<file path="src/rtl/mem_burst_ctrl.sv">
// Burst access sequencer in front of a single-port synchronous memory.
// Splits one command (start address, beats-1, direction) into single-word
// accesses, waits for mem_ready after each, streams read data out with a
// last-beat marker. At most one memory access is outstanding.
// Optional: MEM_BURST_BOUNDARY_CHECK_EN rejects bursts running past DEPTH-1
// (cmd_err pulse) instead of wrapping modulo DEPTH.
module mem_burst_ctrl #(
  parameter int DEPTH      = 1024,
  parameter int WIDTH      = 16,
  parameter int ADDR_WIDTH = $clog2(DEPTH),
  parameter int LEN_WIDTH  = 8
) (
  input  logic                  clk,
  input  logic                  reset,
  input  logic                  cmd_valid,
  output logic                  cmd_ready,
  input  logic                  cmd_wr,
  input  logic [ADDR_WIDTH-1:0] cmd_addr,
  input  logic [LEN_WIDTH-1:0]  cmd_len,
  input  logic                  wdata_valid,
  output logic                  wdata_ready,
  input  logic [WIDTH-1:0]      wdata,
  output logic                  rdata_valid,
  input  logic                  rdata_ready,
  output logic [WIDTH-1:0]      rdata,
  output logic                  rdata_last,
  output logic                  done,
  output logic                  busy,
  output logic                  cmd_err,
  output logic                  mem_valid,
  output logic                  mem_wr,
  output logic [ADDR_WIDTH-1:0] mem_addr,
  output logic [WIDTH-1:0]      mem_wdata,
  input  logic [WIDTH-1:0]      mem_rdata,
  input  logic                  mem_ready
);

  typedef enum logic [2:0] {IDLE, WR_DATA, ISSUE, RESP, RD_HOLD, DONE} state_t;

  state_t                state, state_nxt;
  logic [ADDR_WIDTH-1:0] cur_addr, addr_inc;
  logic [LEN_WIDTH-1:0]  beats_left;
  logic                  dir;
  logic                  cmd_hs, cmd_bad;

  assign cmd_hs = cmd_valid && (state == IDLE);

  // next word address, wrapping at DEPTH even when DEPTH is not a power of two
  assign addr_inc = (cur_addr == ADDR_WIDTH'(DEPTH - 1)) ? '0 : cur_addr + 1'b1;

`ifdef MEM_BURST_BOUNDARY_CHECK_EN
  localparam int CW = ADDR_WIDTH + LEN_WIDTH + 1;
  logic [CW-1:0] span_end;

  // end address computed wide enough that the sum can never overflow
  always_comb begin
    span_end = CW'(cmd_addr) + CW'(cmd_len);
    cmd_bad  = span_end > CW'(DEPTH - 1);
  end

  // one-cycle rejection pulse; the command is consumed but nothing is issued
  always_ff @(posedge clk) begin
    if (reset) cmd_err <= 1'b0;
    else       cmd_err <= cmd_hs && cmd_bad;
  end
`else
  assign cmd_bad = 1'b0;
  assign cmd_err = 1'b0;
`endif

  // state register
  always_ff @(posedge clk) begin
    if (reset) state <= IDLE;
    else       state <= state_nxt;
  end

  // next-state logic
  always_comb begin
    state_nxt = state;
    case (state)
      IDLE:    if (cmd_hs && !cmd_bad) state_nxt = cmd_wr ? WR_DATA : ISSUE;
      WR_DATA: if (wdata_valid) state_nxt = ISSUE;
      ISSUE:   state_nxt = RESP;
      RESP:    if (mem_ready) begin
                 if (!dir)                 state_nxt = RD_HOLD;
                 else if (beats_left == 0) state_nxt = DONE;
                 else                      state_nxt = WR_DATA;
               end
      RD_HOLD: if (rdata_ready) state_nxt = rdata_last ? DONE : ISSUE;
      DONE:    state_nxt = IDLE;
      default: state_nxt = IDLE;
    endcase
  end

  // outputs decoded from the state register only
  always_comb begin
    cmd_ready   = (state == IDLE);
    wdata_ready = (state == WR_DATA);
    mem_valid   = (state == ISSUE);
    done        = (state == DONE);
    busy        = (state != IDLE);
  end

  // burst counters, memory request fields and read-beat register
  always_ff @(posedge clk) begin
    if (reset) begin
      cur_addr    <= '0;
      beats_left  <= '0;
      dir         <= 1'b0;
      mem_wr      <= 1'b0;
      mem_addr    <= '0;
      mem_wdata   <= '0;
      rdata       <= '0;
      rdata_valid <= 1'b0;
      rdata_last  <= 1'b0;
    end else begin
      case (state)
        IDLE: if (cmd_hs) begin
          cur_addr   <= cmd_addr;
          beats_left <= cmd_len;
          dir        <= cmd_wr;
          if (!cmd_wr && !cmd_bad) begin
            mem_wr   <= 1'b0;
            mem_addr <= cmd_addr;
          end
        end
        WR_DATA: if (wdata_valid) begin
          mem_wr    <= 1'b1;
          mem_addr  <= cur_addr;
          mem_wdata <= wdata;
        end
        RESP: if (mem_ready) begin
          if (dir) begin
            if (beats_left != 0) begin
              cur_addr   <= addr_inc;
              beats_left <= beats_left - 1'b1;
            end
          end else begin
            rdata       <= mem_rdata;
            rdata_valid <= 1'b1;
            rdata_last  <= (beats_left == 0);
          end
        end
        RD_HOLD: if (rdata_ready) begin
          rdata_valid <= 1'b0;
          rdata_last  <= 1'b0;
          if (!rdata_last) begin
            cur_addr   <= addr_inc;
            beats_left <= beats_left - 1'b1;
            mem_wr     <= 1'b0;
            mem_addr   <= addr_inc;
          end
        end
        default: ;
      endcase
    end
  end

endmodule

</file>
<file path="config.mk">
export PLATFORM = sky130hd
export DESIGN_NAME = mem_burst_ctrl
export DESIGN_NICKNAME = d
export VERILOG_FILES = /design/src/rtl/mem_burst_ctrl.sv
export SDC_FILE = /design/constraint.sdc
export NUM_CORES = 1
export LEC_CHECK = 0
export ABC_AREA = 1
export CAP_MARGIN = 20
export CORE_MARGIN = 5
export CORE_UTILIZATION = 30
export CTS_BUF_LIST = sky130_fd_sc_hd__clkbuf_4
export CTS_CLUSTER_DIAMETER = 50
export CTS_CLUSTER_SIZE = 24
export DETAILED_ROUTE_END_ITERATION = 16
export SETUP_SLACK_MARGIN = 0.4
export SYNTH_ARGS = -nofsm -noshare
export SYNTH_HDL_FRONTEND = slang
export SYNTH_SLANG_ARGS = --single-unit
</file>
<file path="constraint.sdc">
create_clock -name clk -period 3.1 [get_ports clk]
set_clock_uncertainty 0.1 [all_clocks]
set_input_delay 0.62 -clock clk [delete_from_list [all_inputs] [get_ports clk]]
set_output_delay 0.62 -clock clk [all_outputs]
set_load 0.02 [all_outputs]
</file>
# Word level (Yosys, flattened, before mapping)
# Index checks and enable logic that the tools add are counted.
dict set report totals {
  regBits 67
  word_cells 84
}
dict set report op_classes {
  n_mux 41
  n_addsub 2
  n_bitwise 1
  n_eq_ne 15
  n_reduce_logical 15
}
# operator n
set op_table {}
lappend op_table {{$mux W10} 10}
lappend op_table {{$pmux W10 S3} 2}
lappend op_table {{$mux W8} 6}
lappend op_table {{$pmux W8 S3} 1}
lappend op_table {{$mux W3} 7}
lappend op_table {{$ne A2 B2 Y1 const B} 8}
lappend op_table {{$pmux W3 S5} 1}
lappend op_table {{$add A10 B1 Y10 const B} 1}
lappend op_table {{$eq A10 B10 Y1 const B} 1}
lappend op_table {{$mux W1} 10}
lappend op_table {{$reduce_bool A3 Y1} 3}
lappend op_table {{$logic_not A8 Y1} 1}
lappend op_table {{$reduce_and A4 Y1} 2}
lappend op_table {{$reduce_bool A8 Y1} 1}
lappend op_table {{$sub A8 B1 Y8 const B} 1}
lappend op_table {{$reduce_and A7 Y1} 1}
lappend op_table {{$eq A3 B2 Y1 const B} 2}
lappend op_table {{$eq A3 B3 Y1 const B} 2}
lappend op_table {{$reduce_and A6 Y1} 1}
lappend op_table {{$pmux W1 S2} 2}
lappend op_table {{$reduce_and A2 Y1} 2}
lappend op_table {{$eq A3 B1 Y1 const B} 1}
lappend op_table {{$logic_not A3 Y1} 1}
lappend op_table {{$pmux W1 S3} 1}
lappend op_table {{6 further kinds} 6}

# Longest topological paths before layout
# Gate-level depths: netlist of the first run.
dict set report logic_depth {
  word_depth 6
  ltp_mapped 12
  mapped_depth_nobuf 11
}

# Worst setup path after synthesis of the first run
# No wires, ideal clock.
dict set report synth_timing {
  path_type {register to output}
  from {register state[2]}
  to {output port wdata_ready}
  arrival_time_ns 1.057
  path_stages_with_launch 7
  slack_ns 1.323
  t_required_ns 2.380
  path_cell_list {dfxtp_1 -> buf_2 -> inv_2 -> nand3_1 -> buf_4 -> inv_2 -> buf_2}
}
dict set report synth_between {
  elab_chain_cells 1
}
# item line
set synth_rtl {}
lappend synth_rtl {{start, declared} 40} ;# state_t state, state_nxt;
lappend synth_rtl {{start signal, assigned} 74} ;# else state <= state_nxt;
lappend synth_rtl {{$eq A3 B1 Y1} 98} ;# wdata_ready = (state == WR_DATA);
lappend synth_rtl {{end, declared} 21} ;# output logic wdata_ready,
# Every way passes these cells.

# Final worst setup path of the first run
dict set report layout_timing {
  from {register state[1]}
  to {output port busy}
}
dict set report layout_between {
  elab_chain_cells 1
}
# item line
set layout_rtl {}
lappend layout_rtl {{$reduce_bool A3 Y1} 101} ;# busy = (state != IDLE);
lappend layout_rtl {{end, declared} 28} ;# output logic busy,
# Every way passes these cells.

==> impl_metrics.prom, run 1 <==
# TYPE chip_impl_metric gauge
chip_impl_info{name="status",value="finished, final reports clean"} 1
chip_impl_metric{name="antenna_found_initial",unit=""} 0
chip_impl_metric{name="worst_ep_arrival_time",unit="ns"} 1.83
chip_impl_metric{name="avgViaCountPerCell",unit=""} 4.68
chip_impl_metric{name="synth.top_cell.area_share",unit=""} 0.394
chip_impl_metric{name="synth-adder-area-share",unit=""} 0.00734
chip_impl_info{name="synth_top_family_by_area",value="simple AND/OR/NAND/NOR gates"} 1
chip_impl_metric{name="mappedNetlistArea",unit="sq um"} 3410
chip_impl_metric{name="floorplan.rows",unit=""} 39
chip_impl_info{name="most_numerous_cell_on_the_critical_path",value="sky130_fd_sc_hd__inv_1"} 1
chip_impl_metric{name="die_y",unit="um"} 117
chip_impl_info{name="worstSetupStartpointType",value="flop"} 1
chip_impl_metric{name="sequentialPowerShare",unit=""} 0.358
chip_impl_metric{name="yosysUniqueCellTypes",unit=""} 32
chip_impl_metric{name="detailedPlacementHpwl",unit="um"} 7380
chip_impl_info{name="yosys.area.top_type",value="sky130_fd_sc_hd__dfxtp_1"} 1
chip_impl_metric{name="synth-compound-area-share",unit=""} 0.142
chip_impl_metric{name="ys_warn_count",unit=""} 0
chip_impl_metric{name="power_per_cell_area",unit="nW/um^2"} 727
chip_impl_metric{name="max-vdd-ir-drop",unit="mV"} 0.404
chip_impl_metric{name="grt_start_max_net_pins",unit=""} 30
chip_impl_metric{name="leakage",unit="nW"} 1.98
chip_impl_metric{name="initial_core_util",unit=""} 0.302
chip_impl_metric{name="cts_hold_repair.buffers",unit=""} 0
chip_impl_metric{name="share_comb_of_total_power",unit=""} 0.452
chip_impl_metric{name="syn-num-nets",unit=""} 583
chip_impl_metric{name="cts_inserted_buffers",unit=""} 9
chip_impl_metric{name="synth_simple_gate_area_share",unit=""} 0.366
chip_impl_info{name="timing_worst_setup_path_type",value="reg -> out"} 1
chip_impl_metric{name="layout-drive-gt1-share",unit=""} 0.0732
chip_impl_info{name="yosys.cell_count.top_type",value="sky130_fd_sc_hd__nand2_1"} 1
chip_impl_metric{name="final_util",unit=""} 0.418
chip_impl_metric{name="worst-path-max-fanout",unit=""} 7
chip_impl_metric{name="synth_seq_area_share",unit=""} 0.394
chip_impl_metric{name="edff_count_synth",unit=""} 0
chip_impl_info{name="worst_setup_path_end_kind",value="primary output"} 1
chip_impl_metric{name="maxClockFrequency",unit="MHz"} 392
chip_impl_metric{name="grt.total_usage",unit=""} 0.154
chip_impl_metric{name="final_nets",unit=""} 682
chip_impl_metric{name="report.final.setup_viol",unit=""} 0
chip_impl_info{name="cts-root-buf",value="sky130_fd_sc_hd__clkbuf_4"} 1
chip_impl_metric{name="wl_per_cell",unit="um"} 13.1
chip_impl_metric{name="gp_congestion",unit=""} 0.869
chip_impl_info{name="hp-class",value="reg -> reg"} 1
chip_impl_metric{name="routed_wirelength",unit="um"} 10100
chip_impl_metric{name="finalCritPeriodShare",unit=""} 0.822
chip_impl_metric{name="syn_avg_cell_area",unit="sq um"} 6.50
chip_impl_metric{name="postSynthRegisterBits",unit=""} 67
chip_impl_metric{name="dieArea",unit="sq um"} 13600
chip_impl_metric{name="detailroute.via_count",unit=""} 3606
chip_impl_metric{name="layout.filler_cells",unit=""} 1176
chip_impl_info{name="post_synth_main_area_contributors",value="sky130_fd_sc_hd__dfxtp_1 39%, sky130_fd_sc_hd__nand2_1 13%, sky130_fd_sc_hd__nor2_1 13%, sky130_fd_sc_hd__o21ai_0 7.9%, sky130_fd_sc_hd__nand3_1 6.2%"} 1
chip_impl_metric{name="post_synth_xor_area_fraction",unit=""} 0.00771
chip_impl_metric{name="gr-total-overflow",unit=""} 0
chip_impl_metric{name="syn_to_final_growth",unit="%"} 38.3
chip_impl_info{name="timing.critical_path.cells",value="inv_1, nand2_1, nor2_2, inv_1, clkdlybuf4s50_1"} 1
chip_impl_metric{name="portBuffers",unit=""} 106
chip_impl_metric{name="synth-async-reset-ratio",unit=""} 0
chip_impl_metric{name="drtAntennaViolNets",unit=""} 0
chip_impl_metric{name="clkTransAtPathRegs",unit="ns"} 0.11
chip_impl_metric{name="internal_power",unit="W"} 0.00199
chip_impl_metric{name="synthesis.instances",unit=""} 524
chip_impl_metric{name="swShare",unit=""} 0.418
chip_impl_metric{name="synthMuxAreaShare",unit=""} 0
chip_impl_metric{name="part_of_the_total_power_dissipated_in_the_clock_network",unit=""} 0.190
chip_impl_metric{name="grt_first_pass_wirelength",unit="um"} 16900
chip_impl_metric{name="clk_latency",unit="ns"} 0.41
chip_impl_metric{name="period_needed",unit="ns"} 2.55
chip_impl_metric{name="switching_power",unit="W"} 0.00143
chip_impl_metric{name="antenna-diode-count",unit=""} 0
chip_impl_metric{name="cts_sinks",unit=""} 67
chip_impl_metric{name="setup_tns",unit="ns"} 0
chip_impl_metric{name="clk_path_buf_depth",unit=""} 2
chip_impl_metric{name="ctsHtreeMaxLevel",unit=""} 3
chip_impl_info{name="cell_with_the_largest_stage_delay_on_the_worst_path",value="sky130_fd_sc_hd__clkdlybuf4s50_1"} 1
chip_impl_info{name="ys_top_cells_by_count",value="117 x sky130_fd_sc_hd__nand2_1, 115 x sky130_fd_sc_hd__nor2_1, 67 x sky130_fd_sc_hd__dfxtp_1"} 1
chip_impl_metric{name="number_of_global_route_vias_before_repair",unit=""} 3606
chip_impl_metric{name="required",unit="ns"} 2.38
chip_impl_metric{name="floorplan.die.width",unit="um"} 117
chip_impl_metric{name="drt_drc_violations_left",unit=""} 0
chip_impl_metric{name="final-max-slew-violation-count",unit=""} 0
chip_impl_info{name="tritoncts",value="yes"} 1
chip_impl_info{name="setup_repair_after_global_routing_missed_its_margin",value="false"} 1
chip_impl_metric{name="detail_route.first_pass.iterations",unit=""} 5
chip_impl_metric{name="cap_violations",unit=""} 0
chip_impl_metric{name="detailedRoute.firstIterationViolations",unit=""} 163
chip_impl_info{name="dominantRegCellSynth",value="sky130_fd_sc_hd__dfxtp_1"} 1
chip_impl_metric{name="fp.coreArea",unit="sq um"} 11300
chip_impl_metric{name="report.final.hold_viol_count",unit=""} 0
chip_impl_metric{name="top_level_ports",unit=""} 108
chip_impl_metric{name="crit_path_max_incr_delay",unit="ns"} 0.60
## state kept, by name, summed over array words and instances, names as in the netlist
| signal | cells |
|---|---|
| mem_wr | 1 |
| cur_addr | 10 |
| dir | 1 |
| state | 3 |
| rdata | 16 |
| rdata_valid | 1 |
| mem_wdata | 16 |
| rdata_last | 1 |
| mem_addr | 10 |
| beats_left | 8 |
## kinds of logic after synthesis
kind of cell | Yosys count
AND/OR/NAND/NOR | 297
AO/OA/AOI/OAI | 93
flip-flops | 67
buffers and inverters | 61
XOR/XNOR | 3
adder cells (fa/ha/maj) | 2
other | 1
## per-layer routing
metal | wire (um) | up-vias | global-route usage | part of all wire
met2 | 4800 | 90 | 0.261 | 0.47
met1 | 4600 | 1634 | 0.194 | 0.45
li1 | - | 1872 | - | -
met4 | 125 | 0 | 0.0520 | 0.012
met3 | 602 | 10 | 0.0332 | 0.059
met5 | 0 | - | 0 | 0
## what timing repair did
item | CTS | global route
setup buffers | 0 | 0
gates resized for setup | 0 | 2
setup endpoints to repair | 0 | 2
## layout make-up
type | instances | area, sq um | area share
inverter | 36 | 135 | 0.0287
multi-input combinational | 396 | 1790 | 0.379
tap | 143 | 179 | 0.0380
clock inverter | 6 | 80.1 | 0.0170
clock buffer | 10 | 75.1 | 0.0159
sequential | 67 | 1340 | 0.285
timing repair buffer | 113 | 1110 | 0.236
## final timing paths
check	from	end	slack (ns)	depth (start not counted)
max	state[1]	busy	0.55	5
min	mem_wdata[7]	mem_wdata[7]	0.37	2
max reg2reg	beats_left[0]	beats_left[2]	1.14	10
min reg2reg	mem_wdata[7]	mem_wdata[7]	0.37	2
## layout by cell type, fill, tap and decap left out, drive strengths merged
cell type      instances
a211oi                 2
a21oi                 31
a22oi                  1
buf                    7
bufinv                 2
clkbuf                10
clkdlybuf4s50        106
clkinv                 3
clkinvlp               1
conb                   1
dfxtp                 67
ha                     2
inv                   36
nand2                123
nand3                 44
nand4                  3
nor2                 122
nor3                   4
o211ai                 1
o21ai                 56
o21bai                 2
or2                    1
xnor2                  1
xor2                   2
## worst max-delay path: cells and delay by family (launching register included)
family	cells	cell delay, ns
buffers and inverters	3	0.79
AND/OR/NAND/NOR	2	0.19
flip-flops	1	0.46
## power groups by stage
stage	Combinational (W)	Sequential (W)	Clock (W)
after floorplan	0.000985	0.00131	0
after global placement	0.00153	0.00124	0
after detailed placement	0.00156	0.00124	0
after CTS	0.00156	0.00123	0.000679
after global routing	0.00176	0.00126	0.000711
final	0.00155	0.00123	0.000651
## stage by stage
| stage | cells | hold WS [ns] | cell area, sq um | setup WS (ns) | power [W] |
|---|---|---|---|---|---|
| 6_report | 771 | 0.369 | 4710 | 0.551 | 0.00343 |
| 5_1_grt | 771 | 0.397 | 4710 | 0.414 | 0.00373 |
| 4_1_cts | 771 | 0.374 | 4710 | 0.476 | 0.00347 |
| 3_5_place_dp | 755 | 0.356 | 4560 | 0.881 | 0.00280 |
| 3_3_place_gp | 755 | 0.349 | 4560 | 0.890 | 0.00277 |
| 2_1_floorplan | 524 | 0.370 | 3410 | 1.32 | 0.00230 |
No activity file was read; power rests on OpenSTA's default activity.
==> inputs of run 2 (changes only) <==
Clock period 3.1 ns to 2.5 ns, I/O delays scaled along.
==> run 2 against run 1 <==
Net effect:
- cell count is 0.26% higher
- flip-flop and latch count stayed put
- hold slack worse by 0.00059 ns
- via count is 0.92% higher
- register-to-register slack worse by 0.50 ns
- sequential power is 24% higher
- largest cell class unchanged
==> impl_metrics.prom, run 2 (same netlist as run 1, synthesis figures left out) <==
# TYPE chip_impl_metric gauge
chip_impl_info{name="cell_with_the_largest_stage_delay_on_the_worst_path",value="sky130_fd_sc_hd__clkdlybuf4s50_1"} 1
chip_impl_metric{name="grt_first_pass_wirelength",unit="um"} 16800
chip_impl_metric{name="gr-total-overflow",unit=""} 0
chip_impl_metric{name="floorplan.die.width",unit="um"} 117
chip_impl_metric{name="worst_ep_arrival_time",unit="ns"} 1.39
chip_impl_metric{name="detailedRoute.firstIterationViolations",unit=""} 147
chip_impl_info{name="timing_worst_setup_path_type",value="reg -> out"} 1
chip_impl_info{name="worstReg2RegEnd",value="beats_left[5]"} 1
chip_impl_info{name="reg_top3",value="mem_wdata: 16 flops, rdata: 16 flops"} 1
chip_impl_info{name="worstSetupStartpointType",value="flop"} 1
chip_impl_metric{name="max-vdd-ir-drop",unit="mV"} 0.398
chip_impl_metric{name="antenna-diode-count",unit=""} 0
chip_impl_metric{name="avgViaCountPerCell",unit=""} 4.71
chip_impl_metric{name="number_of_global_route_vias_before_repair",unit=""} 3571
chip_impl_info{name="tritoncts",value="yes"} 1
chip_impl_metric{name="leakage",unit="nW"} 1.99
chip_impl_metric{name="grt.total_usage",unit=""} 0.155
chip_impl_metric{name="detailedPlacementHpwl",unit="um"} 7360
chip_impl_metric{name="cts_hold_repair.buffers",unit=""} 0
chip_impl_metric{name="die_y",unit="um"} 117
chip_impl_metric{name="clkTransAtPathRegs",unit="ns"} 0.12
chip_impl_metric{name="final_nets",unit=""} 685
chip_impl_metric{name="antenna_found_initial",unit=""} 0
chip_impl_metric{name="layout-drive-gt1-share",unit=""} 0.0905
chip_impl_info{name="min_from",value="mem_wdata[10]"} 1
chip_impl_metric{name="portBuffers",unit=""} 106
chip_impl_metric{name="clk_path_buf_depth",unit=""} 2
chip_impl_metric{name="clk_latency",unit="ns"} 0.41
chip_impl_metric{name="ff2ff_path_depth",unit=""} 10
chip_impl_metric{name="dieArea",unit="sq um"} 13600
chip_impl_info{name="setup_repair_after_global_routing_missed_its_margin",value="false"} 1
chip_impl_info{name="cts-root-buf",value="sky130_fd_sc_hd__clkbuf_4"} 1
chip_impl_metric{name="initial_core_util",unit=""} 0.302
chip_impl_metric{name="top_level_ports",unit=""} 108
chip_impl_info{name="worst_setup_path_end_kind",value="primary output"} 1
chip_impl_metric{name="power_per_cell_area",unit="nW/um^2"} 863
chip_impl_metric{name="final-max-slew-violation-count",unit=""} 0
chip_impl_metric{name="routed_wirelength",unit="um"} 10100
chip_impl_metric{name="drtAntennaViolNets",unit=""} 0
chip_impl_metric{name="required",unit="ns"} 1.90
chip_impl_info{name="whs_endpoint",value="mem_wdata[10]"} 1
chip_impl_metric{name="drt_drc_violations_left",unit=""} 0
chip_impl_metric{name="wl_per_cell",unit="um"} 13.1
chip_impl_metric{name="gp_congestion",unit=""} 0.884
chip_impl_metric{name="cap_violations",unit=""} 0
chip_impl_metric{name="grt_start_max_net_pins",unit=""} 43
chip_impl_metric{name="hold-path-cell-count",unit=""} 2
chip_impl_metric{name="syn_to_final_growth",unit="%"} 37.4
chip_impl_metric{name="setup_tns",unit="ns"} 0
chip_impl_metric{name="cts_sinks",unit=""} 67
chip_impl_metric{name="setup.reg_to_reg.worst_slack",unit="ns"} 0.64
chip_impl_metric{name="period_needed",unit="ns"} 1.99
chip_impl_info{name="status",value="finished, final reports clean"} 1
chip_impl_info{name="worst_r2r_startpoint",value="beats_left[0]"} 1
chip_impl_info{name="layout_commonest_cell",value="sky130_fd_sc_hd__nand2_1"} 1
chip_impl_info{name="critPathTopFamily",value="buffers and inverters"} 1
chip_impl_metric{name="report.final.hold_viol_count",unit=""} 0
chip_impl_metric{name="report.final.setup_viol",unit=""} 0
chip_impl_metric{name="finalCritPeriodShare",unit=""} 0.798
chip_impl_metric{name="detailroute.via_count",unit=""} 3639
chip_impl_info{name="layout.cells.most_common_list",value="116 x sky130_fd_sc_hd__nand2_1, 114 x sky130_fd_sc_hd__nor2_1, 100 x sky130_fd_sc_hd__clkdlybuf4s50_1"} 1
chip_impl_metric{name="maxClockFrequency",unit="MHz"} 501
chip_impl_metric{name="cp.buffers_inverters",unit=""} 1
chip_impl_metric{name="crit_path_max_incr_delay",unit="ns"} 0.62
chip_impl_metric{name="worst-path-max-fanout",unit=""} 2
chip_impl_metric{name="report.power.total",unit="W"} 0.00404
chip_impl_metric{name="fp.coreArea",unit="sq um"} 11300
chip_impl_metric{name="cts_inserted_buffers",unit=""} 9
chip_impl_metric{name="ctsHtreeMaxLevel",unit=""} 3
chip_impl_info{name="timing.critical_path.cells",value="clkdlybuf4s50_1"} 1
chip_impl_metric{name="detail_route.first_pass.iterations",unit=""} 4
chip_impl_info{name="hp-class",value="reg -> reg"} 1
chip_impl_metric{name="floorplan.rows",unit=""} 39
==> run 2: changes by cell type in the layout (fill, tap and decap cells not counted), moves of 2 or more <==
cell                              change
sky130_fd_sc_hd__clkinv_2             +2
sky130_fd_sc_hd__nor2_4               +2
sky130_fd_sc_hd__bufinv_16            -2
sky130_fd_sc_hd__clkbuf_2             +3
sky130_fd_sc_hd__buf_4                +3
sky130_fd_sc_hd__clkdlybuf4s50_1      -6
==> run 2: cell type report <==
cell class	instances	area, sq um
Fill cell	1211	6590
Multi-Input combinational cell	396	1800
Sequential cell	67	1350
Timing Repair Buffer	116	1110
Tap cell	143	179
Inverter	36	135
Clock buffer	11	82.6
Clock inverter	4	18.8
==> run 2: per-layer routing <==
layer / up-vias / global-route usage / part of all wire
met3: 11 / 0.0482 / 0.063
met5: - / 0 / 0
met4: 0 / 0.0505 / 0.012
li1: 1880 / - / -
met2: 91 / 0.250 / 0.47
met1: 1657 / 0.196 / 0.45
==> run 2: what timing repair did <==
item	4_1_cts	5_1_grt
gates resized for setup	11	15
buffers inserted	0	1
cloned	0	0
pin swaps	0	1
setup endpoints to repair	6	17
==> run 2: power by group <==
group | total (W) | switching [W] | internal [W]
combinational | 0.00193 | 0.00118 | 0.000748
clock | 0.000590 | 0.000376 | 0.000214
sequential | 0.00152 | 0.000206 | 0.00132
==> run 2: how the worst max path moves through the flow <==
stage | cells after the start | slack (ns) | endpoint | from
CTS | 5 | 0.32 | busy | state[0]
detailed placement | 9 | 0.37 | cur_addr[7] | rdata_ready
finish | 1 | 0.51 | mem_addr[9] | mem_addr[9]
floorplan | 6 | 0.84 | wdata_ready | state[2]
global route | 4 | 0.39 | mem_valid | state[0]
global placement | 9 | 0.41 | cur_addr[7] | rdata_ready
==> run 2: metrics by stage <==
step                      utilization  hold slack, ns  instances  area [sq um]  setup WS (ns)
after CTS                       0.414           0.369        772          4670          0.319
final                           0.415           0.368        773          4680          0.505
after global placement          0.405           0.349        757          4570          0.406
after floorplan                     -           0.370        524          3410          0.843
after detailed placement        0.405           0.353        757          4570          0.374
after global routing            0.415           0.384        773          4680          0.391
